## src/rtl/alu_result_buffer.sv

```systemverilog
// -----------------------------------------------------------------------------
// alu_result_buffer
//
// Registered in-order result queue placed directly after the 32-bit
// adder/subtracter. Each accepted entry stores the result, carry-out, signed
// overflow and a zero flag derived at capture time. Entries leave through a
// show-ahead valid/ready port. A sticky overflow indicator and a wrapping
// count of accepted results are kept alongside.
//
// Ports
//   clk             rising-edge clock
//   reset_n         asynchronous active-low reset
//   in_valid        producer presents a settled result
//   in_ready        buffer can take an entry this cycle (not full)
//   in_result       ALU sum/difference
//   in_carryout     ALU carry-out
//   in_overflow     ALU signed overflow
//   out_valid       head entry present on out_* (not empty)
//   out_ready       consumer takes the head entry this cycle
//   out_result      head entry result
//   out_carryout    head entry carry-out
//   out_overflow    head entry overflow
//   out_zero        head entry result was zero
//   count           occupancy, 0..DEPTH
//   sticky_overflow an overflowing entry was accepted since the last clear
//   sticky_clear    clears sticky_overflow (a same-cycle set wins)
//   accepted        number of accepted entries, modulo 2^CNTW
// -----------------------------------------------------------------------------
module alu_result_buffer #(
  parameter int DEPTH = 4,   // power of two, >= 2
  parameter int CNTW  = 16
) (
  input  logic                     clk,
  input  logic                     reset_n,
  input  logic                     in_valid,
  output logic                     in_ready,
  input  logic [31:0]              in_result,
  input  logic                     in_carryout,
  input  logic                     in_overflow,
  output logic                     out_valid,
  input  logic                     out_ready,
  output logic [31:0]              out_result,
  output logic                     out_carryout,
  output logic                     out_overflow,
  output logic                     out_zero,
  output logic [$clog2(DEPTH):0]   count,
  output logic                     sticky_overflow,
  input  logic                     sticky_clear,
  output logic [CNTW-1:0]          accepted
);

  localparam int PTRW = $clog2(DEPTH);
  localparam int CW   = PTRW + 1;

  typedef struct packed {
    logic [31:0] result;
    logic        carryout;
    logic        overflow;
    logic        zero;
  } entry_t;

  entry_t            mem_q [DEPTH];
  logic [PTRW-1:0]   wr_ptr_q, wr_ptr_d;
  logic [PTRW-1:0]   rd_ptr_q, rd_ptr_d;
  logic [CW-1:0]     count_q, count_d;
  logic              sticky_q, sticky_d;
  logic [CNTW-1:0]   accepted_q, accepted_d;

  logic   push, pop;
  entry_t push_entry;
  entry_t head_entry;

  // Handshake flags depend only on registered occupancy, so there is no
  // combinational path from in_valid/out_ready to in_ready/out_valid.
  assign in_ready  = (count_q != CW'(DEPTH));
  assign out_valid = (count_q != '0);

  assign push = in_valid  && in_ready;
  assign pop  = out_valid && out_ready;

  // Zero flag is derived once, at capture, and stored with the entry.
  assign push_entry.result   = in_result;
  assign push_entry.carryout = in_carryout;
  assign push_entry.overflow = in_overflow;
  assign push_entry.zero     = (in_result == 32'h0);

  // Show-ahead: the slot at rd_ptr is always driven, even when empty.
  assign head_entry   = mem_q[rd_ptr_q];
  assign out_result   = head_entry.result;
  assign out_carryout = head_entry.carryout;
  assign out_overflow = head_entry.overflow;
  assign out_zero     = head_entry.zero;

  assign count           = count_q;
  assign sticky_overflow = sticky_q;
  assign accepted        = accepted_q;

  // NOTE: every output of this block gets a default first so that no path
  // through the case/if statements leaves a signal unassigned (no latches).
  always_comb begin
    wr_ptr_d   = wr_ptr_q;
    rd_ptr_d   = rd_ptr_q;
    count_d    = count_q;
    sticky_d   = sticky_q;
    accepted_d = accepted_q;

    if (push) begin
      wr_ptr_d   = wr_ptr_q + PTRW'(1);   // DEPTH is a power of two: wraps naturally
      accepted_d = accepted_q + CNTW'(1);
    end
    if (pop) begin
      rd_ptr_d = rd_ptr_q + PTRW'(1);
    end

    unique case ({push, pop})
      2'b10:   count_d = count_q + CW'(1);
      2'b01:   count_d = count_q - CW'(1);
      default: count_d = count_q;
    endcase

    // Clear first, then set, so a same-cycle overflow push wins.
    if (sticky_clear) begin
      sticky_d = 1'b0;
    end
    if (push && in_overflow) begin
      sticky_d = 1'b1;
    end
  end

  // NOTE: state registers use non-blocking assignments so every flop samples
  // the pre-edge values regardless of statement order.
  always_ff @(posedge clk or negedge reset_n) begin
    if (!reset_n) begin
      wr_ptr_q   <= '0;
      rd_ptr_q   <= '0;
      count_q    <= '0;
      sticky_q   <= 1'b0;
      accepted_q <= '0;
    end else begin
      wr_ptr_q   <= wr_ptr_d;
      rd_ptr_q   <= rd_ptr_d;
      count_q    <= count_d;
      sticky_q   <= sticky_d;
      accepted_q <= accepted_d;
    end
  end

  // NOTE: the storage array is deliberately reset, because out_* expose the
  // slot at rd_ptr even when empty and must read as zero after reset. This
  // forces the array into flops rather than a RAM macro.
  always_ff @(posedge clk or negedge reset_n) begin
    if (!reset_n) begin
      for (int i = 0; i < DEPTH; i++) begin
        mem_q[i] <= '0;
      end
    end else if (push) begin
      mem_q[wr_ptr_q] <= push_entry;
    end
  end

endmodule

```

## config.mk

```make
export PLATFORM = sky130hd
export DESIGN_NAME = alu_result_buffer
export DESIGN_NICKNAME = d
export VERILOG_FILES = /design/src/rtl/alu_result_buffer.sv
export SDC_FILE = /design/constraint.sdc
export NUM_CORES = 1
export LEC_CHECK = 0
export ABC_AREA = 1
export CORE_MARGIN = 2
export CORE_UTILIZATION = 43
export DETAILED_ROUTE_END_ITERATION = 6
export PLACE_DENSITY = 0.66
export SYNTH_ARGS = -nofsm -noshare
export SYNTH_HDL_FRONTEND = slang
export SYNTH_SLANG_ARGS = --single-unit
export TNS_END_PERCENT = 5
```

## constraint.sdc

```tcl
create_clock -name clk -period 2.7 [get_ports clk]
set_input_delay 0.54 -clock clk [delete_from_list [all_inputs] [get_ports clk]]
set_output_delay 0.54 -clock clk [all_outputs]
set_load 0.005 [all_outputs]
```

## Word-level counts from Yosys, hierarchy flattened

Cells that the tools add are included.
Widths: inputs -> output; s select.

- Add/sub/neg operators: 5
- Multipliers: 0
- Divide/modulo/power cells: 0
- $lt $le $gt $ge: 3
- Eq/ne operators: 3
- Shifts and indexed selects: 0
- Muxes and demuxes: 9
- Bitwise gates (word level): 2
- Reductions and logical operators: 8

Operator list:

| kind | count |
|---|---|
| $bwmux 140 | 1 |
| $mux 35 | 3 |
| $bmux 35 s2 | 1 |
| $demux 35 s2 | 1 |
| $logic_not 32->1 | 1 |
| $add 16x1->16 const B | 1 |
| $ge 3x3->1 const B | 2 |
| $not 2->3 | 2 |
| $pmux 3 s2 | 1 |
| $add 2x1->2 const B | 2 |
| $logic_and 1x1->1 | 4 |
| $reduce_bool 2->1 | 2 |
| $add 3x1->3 const B | 1 |
| $lt 3x1->1 const B | 1 |
| $ne 3x3->1 const B | 1 |
| $reduce_bool 3->1 | 1 |
| $sub 3x1->3 const B | 1 |
| $eq 2x1->1 const B | 1 |
| $eq 2x2->1 const B | 1 |
| $mux 1 | 2 |

- Register bits after elaboration: 164
- Bits in latches: 0
- Memory bits (writable): 0
- Bits in read-only memories: 0
- Bits of input ports: 39
- Output and inout bits: 57
- Word-level logic and storage cells: 51
- Memories: 0

## Longest topological paths before layout

Gate-level depths: netlist of the first run.

- Depth after elaboration: 6
- Gate-level depth with buffers: 10
- Gate-level depth less buffers: 10

## Least setup slack after synthesis of the first run

OpenSTA, ideal clock, no wires.

- Path type: register to register
- From: register count_q[1] (netlist: count[1])
- To: register count_q[2] (netlist: count[2])
- Library setup time: 0.131 ns
- Arrival: 1.851 ns
- Data required time: 2.569 ns
- Slack: 0.718 ns
- Stages on the path, launching flop included: 11
- Buffers on the path: 1
- Clock period less this slack: 1.982 ns
- Cells stage by stage: dfrtp_1 -> nor2_2 -> nand2_4 -> nand2_8 -> buf_4 -> ha_1 -> inv_1 -> fa_1 -> a21oi_1 -> o21ai_0 -> xor2_1

- Longest elaborated chain between the ends: 4

RTL lines:

| what | line | text |
|---|---|---|
| start, declared | 65 | `logic [CW-1:0] count_q, count_d;` |
| start signal, assigned | 142 | `count_q <= count_d;` |
| $ne 3x3->1 * | 75 | `assign in_ready = (count_q != CW'(DEPTH));` |
| named net in_ready | 36 | `output logic in_ready,` |
| $logic_and 1x1->1 * | 78 | `assign push = in_valid && in_ready;` |
| $eq 2x1->1 or $eq 2x2->1 (tied branches) | 115 | `unique case ({push, pop})` |
| $pmux 3 s2 or $reduce_bool 2->1 (tied branches) | n/a |  |

Mark *: on every way through the listed nets, which the timed path passes. The rest lies on a longest branch.
A chain may end at the register's enable or synchronous reset.

## Worst setup path in the final report of the first run

- From: register rd_ptr_q[1]
- To: output port out_result[3]

- Longest elaborated chain between the ends: 4

RTL lines:

| what | line | text |
|---|---|---|
| start, declared | 64 | `logic [PTRW-1:0] rd_ptr_q, rd_ptr_d;` |
| start signal, assigned | 141 | `rd_ptr_q <= rd_ptr_d;` |
| $not 2->3 (implied by the code) | 88 | `assign head_entry = mem_q[rd_ptr_q];` |
| $bmux 35 s2 | 88 |  |
| $mux 35 (implied by the code) (2 in a row) | 88 |  |
| end, declared | 42 | `output logic [31:0] out_result,` |

Every way passes these cells. The select of a mux whose other input is x is not followed.

==> results of run 1 <==
power by group:
| group | switching (mW) | internal (mW) | leakage [nW] |
|---|---|---|---|
| Clock | 0.950 | 1.57 | 0.296 |
| Sequential | 0.607 | 3.50 | 2.07 |
| Combinational | 2.53 | 2.29 | 1.90 |
stage by stage:
stage          hold WS [ns]  setup TNS (ns)  area, sq um
3_3_place_gp         0.4505               0         8607
3_5_place_dp         0.4506               0         8607
5_1_grt              0.5031        -0.07032         9269
2_1_floorplan        0.2444               0         7604
6_report             0.4777               0         9269
4_1_cts              0.4848               0         9248
path summary, 6_finish.rpt:
path                              from  cells past startpoint  slack, ns             to
max                        rd_ptr_q[1]                      5       0.06  out_result[3]
min                          mem_q[35]                      2       0.48      mem_q[35]
max reg2reg                   count[1]                      9       0.66       count[2]
min reg2reg                  mem_q[35]                      2       0.48      mem_q[35]
max in group asynchronous      reset_n                      3       1.29    rd_ptr_q[0]
min in group asynchronous      reset_n                      2       0.57      mem_q[14]
layout by cell type, fill, tap and decap left out, types with 11 or more instances in the layout:
master,count
inv_1,57
clkdlybuf4s50_1,93
clkbuf_16,17
o21ai_0,73
o21ai_1,137
nand3_1,11
o22ai_1,35
nor2_1,109
nand2_1,202
dfrtp_1,163
per-layer routing:
metal  wire length, microns  GRT usage (%)
met1                   8610          28.34
met2                   8110          32.78
met3                    776          3.889
met4                    227          6.357
met5                      0              0
critical path: cells and delay by family, from the launching register on:
family	cells	cell delay [ns]
DFF	1	0.42
buffers and inverters	3	0.94
AOI/OAI and AO/OA	2	0.31
final cells by class:
class | count | area, sq um | area share (%)
clock inverters | 9 | 151.4 | 1.633
inverters | 64 | 256.5 | 2.767
multi-input cells | 606 | 2889 | 31.17
flip-flops and latches | 164 | 4105 | 44.29
well taps | 225 | 281.5 | 3.037
clock buffers | 23 | 457.9 | 4.941
repair buffers | 108 | 1127 | 12.16
sequential cells by signal, indices dropped and copies added, names as in the netlist:
signal,flops
mem_q,140
accepted,16
count,3
rd_ptr_q,2
wr_ptr_q,2
sticky_overflow,1
kinds of logic after synthesis:
group,after synthesis
simple gates,342
compound gates,247
flops,164
xor+xnor,10
fa+ha+maj,7
buf+inv,116
timing repair:
item	4_1_cts	5_1_grt
pin swaps	0	0
endpoints found under the hold margin	7	0
resized for setup	3	6
setup buffers	1	0
setup endpoints to repair	27	20
cloned	0	0
hold buffers	1	0
==> impl_metrics.tcl, run 1 <==
set metrics [dict create \
    slowest_delay_ns 0.56 \
    hold_class "register to register" \
    grt_max_degree 97 \
    finalSetupViolCount 0 \
    clkLatencyLatePin_ns 0.42 \
    ios 96 \
    synth-edff-count 0 \
    die_width_microns 137.0 \
    firstDrtPassIters 5 \
    synthMuxAreaShare_pct 0 \
    critPathMaxFanout 18 \
    numCtsBuffers 17 \
    hpwl_microns 10900 \
    antenna_found_initial 0 \
    clockBufferDepth 2 \
    die_h_microns 137.0 \
    power_leakage_nw 4.264 \
    wl_microns 17730 \
    ys.flop_type "dfrtp_1" \
    synth.distinct_cells 27 \
    maxCapViolations 0 \
    rows 48 \
    drt_iter0_markers 422 \
    crit_required_ns 2.16 \
    cts_tree "yes" \
    synthSimpleGateAreaFrac_pct 18.66 \
    power_density_nw_per_um2 1235 \
    wl_per_cell_microns 14.78 \
    yosys-top-cells-count "nand2_1, dfrtp_1, o21ai_1" \
    arrival_ns 2.10 \
    grt_pass1_vias 6144 \
    worst_setup_path_start_kind "register" \
    io_buffers 95 \
    syn_area_per_cell_sq_um 8.582 \
    antenna_cells 0 \
    cts-root-buf "clkbuf_16" \
    synthAdderAreaFrac_pct 1.251 \
    period_minus_slack_ns 2.636 \
    synthXorXnorAreaFrac_pct 1.152 \
    yosysMostFrequentCell "nand2_1" \
    die_area_sq_um 18760 \
    fill_cells 1640 \
    ys_warn_count 0 \
    synth.top_cell.area_share_pct 53.97 \
    place_ws_ns 0.2696 \
    stdcell_count 1199 \
    post-place-cells 1165 \
    synth-compound-area-share_pct 16.85 \
    core_sq_um 17300 \
    total_power_mw 11.45 \
    drv_slew 0 \
    vdd_drop_max_v 0.0006161 \
    nNetsFinal 1007 \
    synth_top_family_by_area "simple AND/OR/NAND/NOR gates" \
    htreeDepth 4 \
    routed_via_density 5.129 \
    setup_ws_ns 0.06399 \
    ys_ff_latch 164 \
    finalClockSkew_ns 0.007057 \
    rsz0062_at_grt "true" \
    vias 6150 \
    end_kind "primary output" \
    fmax_mhz 379.4 \
    layout-drive-gt1-share_pct 5.955 \
    cts.sinks 164 \
    routabilityCongestion 0.7817 \
    maxSlewHeadroom_pct 64.70 \
    tightest_slew_ns 0.5295 \
    synth_top_area_cell "dfrtp_1" \
    post-route-period-util_pct 97.63 \
    syn_inst 886 \
    slowest_stage "clkdlybuf4s50_1" \
    synth_nets 932 \
    finalHoldViolations 0 \
    ant_nets 0 \
    initial_core_util_pct 43.96 \
    grt_overflow_total 0 \
    syn_to_final_growth_pct 21.90 \
    grt_pass1_wl_microns 30080 \
    grt_usage_pct 20.51 \
    drcViolationCount 0 \
    status "complete, no violations" \
    final_core_util_pct 53.59 \
    crit_chain "clkinvlp_4 > buf_12 > o21ai_0 > o22ai_1 > clkdlybuf4s50_1" \
    mappedNetlistArea_sq_um 7604 \
    crit_type "register to primary output" \
    ys_top_cells_by_area "dfrtp_1, nand2_1, o21ai_1, nor2_1, o21ai_0" \
    seq_area_frac_synth_pct 53.97 \
    async_flop_share_pct 100.0 \
    clkSlewWorstSetupHoldPaths_ns 0.06 \
]
No activity file was read; power rests on OpenSTA's default activity.
==> run 2: changes to the inputs <==
--- a/config.mk
+++ b/config.mk
@@ -8,6 +8,7 @@
 export ABC_AREA = 1
 export CORE_MARGIN = 2
 export CORE_UTILIZATION = 43
+export CTS_CLUSTER_SIZE = 10
 export DETAILED_ROUTE_END_ITERATION = 6
 export PLACE_DENSITY = 0.66
 export SYNTH_ARGS = -nofsm -noshare
==> results of run 2 <==
Final layout, timing and power as in run 1 (identical DEF).
==> run 3: changes to the inputs <==
--- a/config.mk
+++ b/config.mk
@@ -5,7 +5,6 @@
 export SDC_FILE = /design/constraint.sdc
 export NUM_CORES = 1
 export LEC_CHECK = 0
-export ABC_AREA = 1
 export CORE_MARGIN = 2
 export CORE_UTILIZATION = 43
 export CTS_CLUSTER_SIZE = 10
==> run 3 against run 2 <==
  * Non-clock buffer count decreased by 3
  * Clock skew increased by 0.0017 ns
  * Register-to-register slack worse by 0.34 ns
  * Highest routed layer unchanged
==> impl_metrics.tcl, run 3 <==
set metrics [dict create \
    grt_pass1_vias 4830 \
    path_buf_inv 2 \
    wl_microns 16150 \
    io_buffers 95 \
    maxSlewHeadroom_pct 62.66 \
    grt_max_degree 59 \
    period_minus_slack_ns 2.635 \
    crit_required_ns 2.16 \
    htreeDepth 4 \
    die_h_microns 138.2 \
    rows 49 \
    finalClockSkew_ns 0.008797 \
    critPathMaxFanout 22 \
    arrival_ns 2.09 \
    grt_usage_pct 17.99 \
    synth_nets 497 \
    cts.sinks 164 \
    regMostFlops "mem_q" \
    antenna_cells 0 \
    ant_nets 0 \
    numCtsBuffers 17 \
    syn_area_per_cell_sq_um 17.16 \
    finalHoldViolations 0 \
    tns_ns 0 \
    grt_overflow_total 0 \
    r2r-start "count[1]" \
    core_sq_um 17840 \
    post-route-period-util_pct 97.58 \
    timing.rr.end "count[2]" \
    vias 4168 \
    synth_top_area_cell "dfrtp_1" \
    grtUsageMet3_pct 3.429 \
    critPathTopFamily "buffers and inverters" \
    firstDrtPassIters 4 \
    vdd_drop_max_v 0.0006548 \
    worst_setup_path_start_kind "register" \
    antenna_found_initial 0 \
    fmax_mhz 379.5 \
    drcViolationCount 0 \
    grt_pass1_wl_microns 26990 \
    synthMuxAreaShare_pct 35.04 \
    ys_top_cells_by_area "dfrtp_1, mux2_4, mux4_2, mux2_2, buf_12" \
    synth.top_cell.area_share_pct 53.01 \
    synthXorXnorAreaFrac_pct 2.376 \
    whs_ns 0.07655 \
    mappedNetlistArea_sq_um 7741 \
    ff2ff_path_depth 9 \
    wl_per_cell_microns 20.31 \
    pwr-share-clk_pct 19.0 \
    fill_cells 1441 \
    grt_util_met1_pct 24.32 \
    hpwl_microns 10160 \
    p_int_mw 8.458 \
    maxCapViolations 0 \
    rrSetupSlack_ns 0.32 \
    setup_ws_ns 0.06524 \
    slowest_delay_ns 0.54 \
    end_kind "primary output" \
    ys_warn_count 0 \
    routed_via_density 5.243 \
    crit_chain "buf_12 > mux4_2 > clkdlybuf4s50_1" \
    largest_reg_flops 140 \
    ys.flop_type "dfrtp_1" \
    p_switching_mw 3.497 \
    swShare_pct 29.25 \
    hold_buffers 0 \
    synth.distinct_cells 32 \
    final_common_cell "dfrtp_1" \
    cts-root-buf "clkbuf_16" \
    yosys-top-cells-count "dfrtp_1, mux2_4, mux2_2" \
    ios 96 \
    final_cell_mix "dfrtp_1, mux2_4, clkdlybuf4s50_1" \
    cts_tree "yes" \
    ys_ff_latch 164 \
    async_flop_share_pct 100.0 \
    power_leakage_nw 4.279 \
    place_ws_ns 0.1979 \
    final_core_util_pct 52.70 \
    final_cell_area_sq_um 9402 \
    power_density_nw_per_um2 1272 \
    clockBufferDepth 2 \
    synth-edff-count 0 \
    finalSetupViolCount 0 \
    rsz0062_at_grt "false" \
    synth_top_family_by_area "multiplexers" \
    status "complete, no violations" \
    initial_core_util_pct 43.39 \
    grtUsageMet2_pct 29.57 \
    nNetsFinal 599 \
    die_area_sq_um 19090 \
    tightest_slew_ns 0.5601 \
    synthSimpleGateAreaFrac_pct 4.105 \
    synth-compound-area-share_pct 0.1293 \
    routabilityCongestion 0.7218 \
    hold_class "input pin to asynchronous set/reset pin" \
    dpl_cell_area_sq_um 8827 \
    syn_inst 451 \
    crit_type "register to primary output" \
    seq_area_frac_synth_pct 53.01 \
    comb_power_share_pct 44.7 \
    busiest_layer "met2" \
    yosysMostFrequentCell "dfrtp_1" \
    clkLatencyLatePin_ns 0.42 \
    seq_power_share_pct 36.3 \
    layout-drive-gt1-share_pct 39.93 \
    slowest_stage "mux4_2" \
    die_width_microns 138.2 \
    drv_slew 0 \
    synthAdderAreaFrac_pct 1.228 \
    clkSlewWorstSetupHoldPaths_ns 0.06 \
    drt_iter0_markers 200 \
    syn_to_final_growth_pct 21.45 \
]
[run 3: logic make-up (layout without fill, tap and decap cells)]
family | count (synthesis) | in the layout
buf+inv | 32 | 147
fa+ha+maj | 7 | 7
compound gates | 2 | 2
xor+xnor | 21 | 21
simple gates | 49 | 49
flops | 164 | 164
mux | 176 | 176
[run 3: worst max path at each step]
stage / cells after the start / start / slack (ns) / end
finish: 3 / rd_ptr_q[0] / 0.07 / out_result[10]
global placement: 9 / in_valid / 0.30 / count[2]
CTS: 3 / rd_ptr_q[0] / 0.02 / out_result[1]
detailed placement: 9 / in_valid / 0.20 / count[2]
floorplan: 11 / count[0] / 0.33 / count[2]
global route: 3 / rd_ptr_q[0] / 0.003 / out_result[3]
[run 3: power by group through the flow]
stage	sequential (mW)	combinational (mW)	clock (mW)
2_1_floorplan	4.08	3.68	0
3_3_place_gp	4.25	5.33	0
3_5_place_dp	4.34	5.44	0
4_1_cts	4.33	5.48	2.33
5_1_grt	4.49	5.72	2.44
6_report	4.33	5.35	2.27
[run 3: layer usage]
layer	part of all wire, %	vias to the layer above	wire (microns)
met4	1.3	0	218
met3	3.1	14	502
met5	0	-	0
met1	46	2229	7399
li1	-	1850	-
met2	50	75	8029
[run 3: stage by stage]
step / power [mW] / std cells
5_1_grt: 12.65 / 795
6_report: 11.95 / 795
2_1_floorplan: 7.759 / 451
3_5_place_dp: 9.780 / 763
4_1_cts: 12.14 / 795
3_3_place_gp: 9.576 / 763
[run 3: cell type report]
class                           count  area [sq um]  share of cell area, %
Inverter                           10         37.54                 0.3993
Multi-Input combinational cell    255          3319                  35.31
Clock inverter                     13         101.3                  1.078
Sequential cell                   164          4106                  43.68
Clock buffer                       19         452.9                  4.818
Timing Repair Buffer              105          1097                  11.67
Tap cell                          229         286.5                  3.048
[run 3: worst register-to-register path, cell delays in order (launching register included)]
cell	delay (ns)
dfrtp_1	0.41
or3b_1	0.43
and2_4	0.26
inv_1	0.14
ha_1	0.20
inv_1	0.06
fa_1	0.37
xor2_1	0.15
nor2_1	0.11
xor2_1	0.17
[run 3: timing repair]
item	CTS	global route
endpoints found under the setup margin	13	7
setup buffers	0	0
gates resized for setup	1	6
